==> config.mk <==
export PLATFORM = sky130hd
export DESIGN_NAME = pulse_len_tx
export DESIGN_NICKNAME = d
export VERILOG_FILES = /design/src/rtl/pulse_len_tx.sv
export SDC_FILE = /design/constraint.sdc
export NUM_CORES = 1
export LEC_CHECK = 0
export CAP_MARGIN = 20
export CORE_ASPECT_RATIO = 0.5
export CORE_MARGIN = 2
export CORE_UTILIZATION = 30
export CTS_CLUSTER_SIZE = 24
export DETAILED_ROUTE_END_ITERATION = 12
export PLACE_DENSITY_LB_ADDON = 0.3
export SLEW_MARGIN = 30
export SYNTH_ARGS = -nofsm -noshare
export SYNTH_HDL_FRONTEND = slang
export SYNTH_SLANG_ARGS = --single-unit
==> constraint.sdc <==
create_clock -name clk -period 3.8 [get_ports clk]
set_input_delay 0.76 -clock clk [delete_from_list [all_inputs] [get_ports clk]]
set_output_delay 0.76 -clock clk [all_outputs]
set_load 0.005 [all_outputs]
==> src/rtl/pulse_len_tx.sv <==
// Short/long pulse transmitter: sends a packed word of short/long level pulses.
// Optional ABORT_EN macro adds an abort input that ends a transfer early.
module pulse_len_tx #(
  parameter int TICK_DIV    = 6510,
  parameter int SHORT_TICKS = 1920,
  parameter int LONG_TICKS  = 5760,
  parameter int GAP_TICKS   = 1920,
  parameter int MAX_SYM     = 8
) (
  input  logic               clk,
  input  logic               reset,
  input  logic               start,
  input  logic [MAX_SYM-1:0] sym_bits,
  input  logic [4:0]         sym_count,
`ifdef ABORT_EN
  input  logic               abort,
`endif
  output logic               ready,
  output logic               busy,
  output logic               done,
  output logic               pulse_out
);

  localparam int PW   = (TICK_DIV > 1) ? $clog2(TICK_DIV) : 1;
  localparam int TMAX = (LONG_TICKS > GAP_TICKS) ? LONG_TICKS
                                                 : GAP_TICKS;
  localparam int TW   = $clog2(TMAX + 1);
  localparam int IW   = (MAX_SYM > 1) ? $clog2(MAX_SYM) : 1;

  localparam logic [1:0] S_IDLE  = 2'd0;
  localparam logic [1:0] S_PULSE = 2'd1;
  localparam logic [1:0] S_GAP   = 2'd2;
  localparam logic [1:0] S_DONE  = 2'd3;

  logic [1:0]         state_q, state_d;
  logic [PW-1:0]      presc_q, presc_d;
  logic [TW-1:0]      tcnt_q, tcnt_d;
  logic [IW-1:0]      idx_q, idx_d;
  logic [MAX_SYM-1:0] sym_q, sym_d;
  logic [4:0]         cnt_q, cnt_d;

  logic          tick;
  logic          last;
  logic          abort_w;
  logic [TW-1:0] target;
  logic [4:0]    req_cnt;

`ifdef ABORT_EN
  assign abort_w = abort;
`else
  assign abort_w = 1'b0;
`endif

  assign tick    = (presc_q == PW'(TICK_DIV - 1));
  assign last    = ((5'(idx_q) + 5'd1) == cnt_q);
  assign target  = sym_q[idx_q] ? TW'(LONG_TICKS)
                                : TW'(SHORT_TICKS);
  assign req_cnt = (sym_count > 5'(MAX_SYM)) ? 5'(MAX_SYM)
                                             : sym_count;

  always_comb begin
    state_d = state_q;
    presc_d = tick ? '0 : presc_q + 1'b1;
    tcnt_d  = tick ? tcnt_q + 1'b1 : tcnt_q;
    idx_d   = idx_q;
    sym_d   = sym_q;
    cnt_d   = cnt_q;
    unique case (state_q)
      S_IDLE: begin
        presc_d = '0;
        tcnt_d  = '0;
        if (start) begin
          sym_d   = sym_bits;
          cnt_d   = req_cnt;
          idx_d   = '0;
          state_d = (req_cnt == 5'd0) ? S_DONE : S_PULSE;
        end
      end
      S_PULSE: begin
        if (tick && (tcnt_q == target - 1'b1)) begin
          if (last) begin
            state_d = S_DONE;
          end else begin
            state_d = S_GAP;
            idx_d   = idx_q + 1'b1;
          end
        end
        if (abort_w) state_d = S_DONE;
      end
      S_GAP: begin
        if (tick && (tcnt_q == TW'(GAP_TICKS - 1)))
          state_d = S_PULSE;
        if (abort_w) state_d = S_DONE;
      end
      S_DONE: begin
        state_d = S_IDLE;
      end
    endcase
    // every segment starts from a clean prescaler and tick count
    if (state_d != state_q) begin
      presc_d = '0;
      tcnt_d  = '0;
    end
  end

  always_ff @(posedge clk or negedge reset) begin
    if (!reset) begin
      state_q <= S_IDLE;
      presc_q <= '0;
      tcnt_q  <= '0;
      idx_q   <= '0;
      sym_q   <= '0;
      cnt_q   <= '0;
    end else begin
      state_q <= state_d;
      presc_q <= presc_d;
      tcnt_q  <= tcnt_d;
      idx_q   <= idx_d;
      sym_q   <= sym_d;
      cnt_q   <= cnt_d;
    end
  end

  assign ready     = (state_q == S_IDLE);
  assign busy      = (state_q == S_PULSE) || (state_q == S_GAP);
  assign done      = (state_q == S_DONE);
  assign pulse_out = (state_q == S_PULSE);

endmodule

==> run metrics <==
Critical Path End Type=flop; Non-Filler Instances=374; final core utilization=37.2%; Syn Area/Cell=10.4 sq um; Static Leakage=1.25 nW; die area=9170 sq um; max_cap viols=0; Clock Latency Late Sink=0.29 ns; Initial Util=31.2%; HPWL after DPL=3700 um; Die Ht=68.7 um; synthesized flop and latch total=44; Max Fanout on Critical Path=26; Min Hold Slack=0.471 ns; diode count=0; Power Density=342 nW/um^2; delay-heaviest family, CP=compound AO/OA/AOI/OAI gates; wire per inst=14.5 um; fin nets=285; Clock Root Buffer=clkbuf_16; CP Depth=7; total gr overflow=0; Area growth syn-to-layout=19.3%; total power draw=1.03 mW; Critical Path RT=4.00 ns; routed vias/inst=5.03; worst reg2reg setup slack=0.91 ns; Setup crit start=idx_q[0]; post-synthesis cell count=241; post-CTS sizing=0; CTS tree=yes; reg2reg start=idx_q[0]; Synth cell types=46; fmax=346 MHz; asr flop ratio synth=100%; Reg2Reg Depth=7; Storage cell area=1100 sq um; CTS buffer count=5; crit-path cells=ha_1 > xor2_1 > or3_4 > a2111oi_4 > o32ai_1 > a211o_2 > nor3_1; vias in the first global route=1916; Slew Viols, Final=0; GP Congestion=0.814; synthesized cell area=2510 sq um; Routed Antenna Nets=0; reg2reg end=tcnt_q[1]; TritonRoute pass-1 iters=4; Die W=133 um; layout cell share with drive strength beyond 1=15.3%; largest net degree at the start of global routing=45; Yosys Warn Count=0; clock slew at reported path FFs=0.06 ns; DRC Markers=0; max incr delay on CP=0.60 ns; antenna violations before repair=0; hold_buf cts=0; Filler cells=801; Tmin final=2.89 ns; number of synthesized flops with an enable pin=0; via count=1882; Detailed Route WL=5420 um; Core ar.=8060 sq um; std cell rows=23; path category of the worst min-delay check=input pin to async pin; sequential share of the synthesized area=43.8%; Port Buffers=19; clock buffer depth=2; final setup vio count=0; outcome=completed; # IOs=20; fin crit share=76.0%; TNS Setup=0 ns; slew margin rel.=50.2%; Worst Path Buf+Inv=0; Max stage delay cell, worst path=a211o_2; Max VDD drop=0.000156 V; main flop type after synthesis=dfrtp_1; placed insts=366; H-tree Lvls=2; Initial DRC Count=147; GRT Overall Usage=12.7%; WP data arrival=3.09 ns; Post-CTS Setup Repair Bufs=0; Sink Count=44; Multi-input gate area=1350 sq um; RSZ-0062 raised after global routing=no; Worst-Margin Slew=0.737 ns; Final Skew=0.00396 ns; final-report hold violation count=0; first-pass GRT wire length=9230 um; Worst Setup EP=tcnt_q[1]; Post-Syn Nets=265; WS Path Type=flop to flop; Startpoint Class=flop
## logic make-up after synthesis
logic type	share of synthesized area [%]
and+or+nand+nor	24.1
DFF	43.8
AOI/OAI and AO/OA	9.71
xor gates and xnor gates	9.06
buffers and inverters	2.89
muxes	6.42
adders and majority gates	3.98
## stage by stage
step	area, sq um	setup slack, ns
3_5_place_dp	2820	0.913
4_1_cts	3000	0.900
3_3_place_gp	2810	0.847
2_1_floorplan	2510	1.29
6_report	3000	0.912
5_1_grt	3000	0.746
## synth_stat cells (all sizes together), types with 3 or more instances
master | number | area (sq um)
nand2 | 15 | 56.3
mux2 | 9 | 101
nand4 | 7 | 43.8
o21ai | 10 | 53.8
xor2 | 16 | 140
xnor2 | 10 | 87.6
nor2 | 17 | 63.8
dfrtp | 44 | 1100
buf | 6 | 35.0
and3 | 3 | 18.8
nand4bb | 3 | 33.8
a22o | 3 | 26.3
mux2i | 6 | 60.1
nor4 | 4 | 31.3
a21oi | 4 | 20.0
inv | 9 | 33.8
nand3 | 12 | 60.1
and2 | 4 | 25.0
ha | 8 | 100
nor3 | 24 | 185
## area by class of cell
type / instances / area share (%)
multi-input combinational: 181 / 44.9
inverter: 9 / 1.13
tap: 112 / 4.67
clock inverter: 1 / 1.00
timing repair buffer: 20 / 6.51
sequential: 44 / 36.7
clock buffer: 7 / 5.09
## how the worst min path moves through the flow
| stage | start | end | slack [ns] | depth (start not counted) |
|---|---|---|---|---|
| 6_report | reset | tcnt_q[1] | 0.47 | 1 |
| 5_1_grt | reset | tcnt_q[1] | 0.51 | 1 |
| 4_1_cts | reset | tcnt_q[0] | 0.49 | 1 |
| 3_5_place_dp | sym_q[7] | sym_q[7] | 0.50 | 1 |
| 3_3_place_gp | sym_q[7] | sym_q[7] | 0.50 | 1 |
| 2_1_floorplan | reset | cnt_q[0] | 0.46 | 0 |
## placed cells by master (no fill, tap or decap), types with 5 or more instances in the layout
cell type	n
clkbuf_16	5
nand2_1	15
nand3_1	12
dfrtp_1	44
xor2_1	16
nor3_1	10
ha_1	8
mux2i_1	6
clkdlybuf4s50_1	18
o21ai_0	9
inv_1	9
xnor2_1	10
nor3_2	14
mux2_2	9
nor2_1	17
nand4_1	7
## registers in the layout, summed over array words and instances (netlist names)
signal and cells:
state_q 2, cnt_q 5, sym_q 8, presc_q 13, idx_q 3, tcnt_q 13
## per-layer routing
metal,wire [um],vias to the layer above,GRT usage (%)
met5,0,-,0
met4,109,0,5.59
met3,126,11,2.92
met2,2550,26,20.8
met1,2630,932,16.6
li1,-,913,-
## where the power goes
group	internal [mW]	total [mW]	switching (mW)	leakage, nW
Clock	0.346	0.532	0.185	0.0901
Combinational	0.0137	0.0266	0.0129	0.570
Sequential	0.468	0.468	0	0.590
Note: power is estimated with default switching activity, not from simulation.
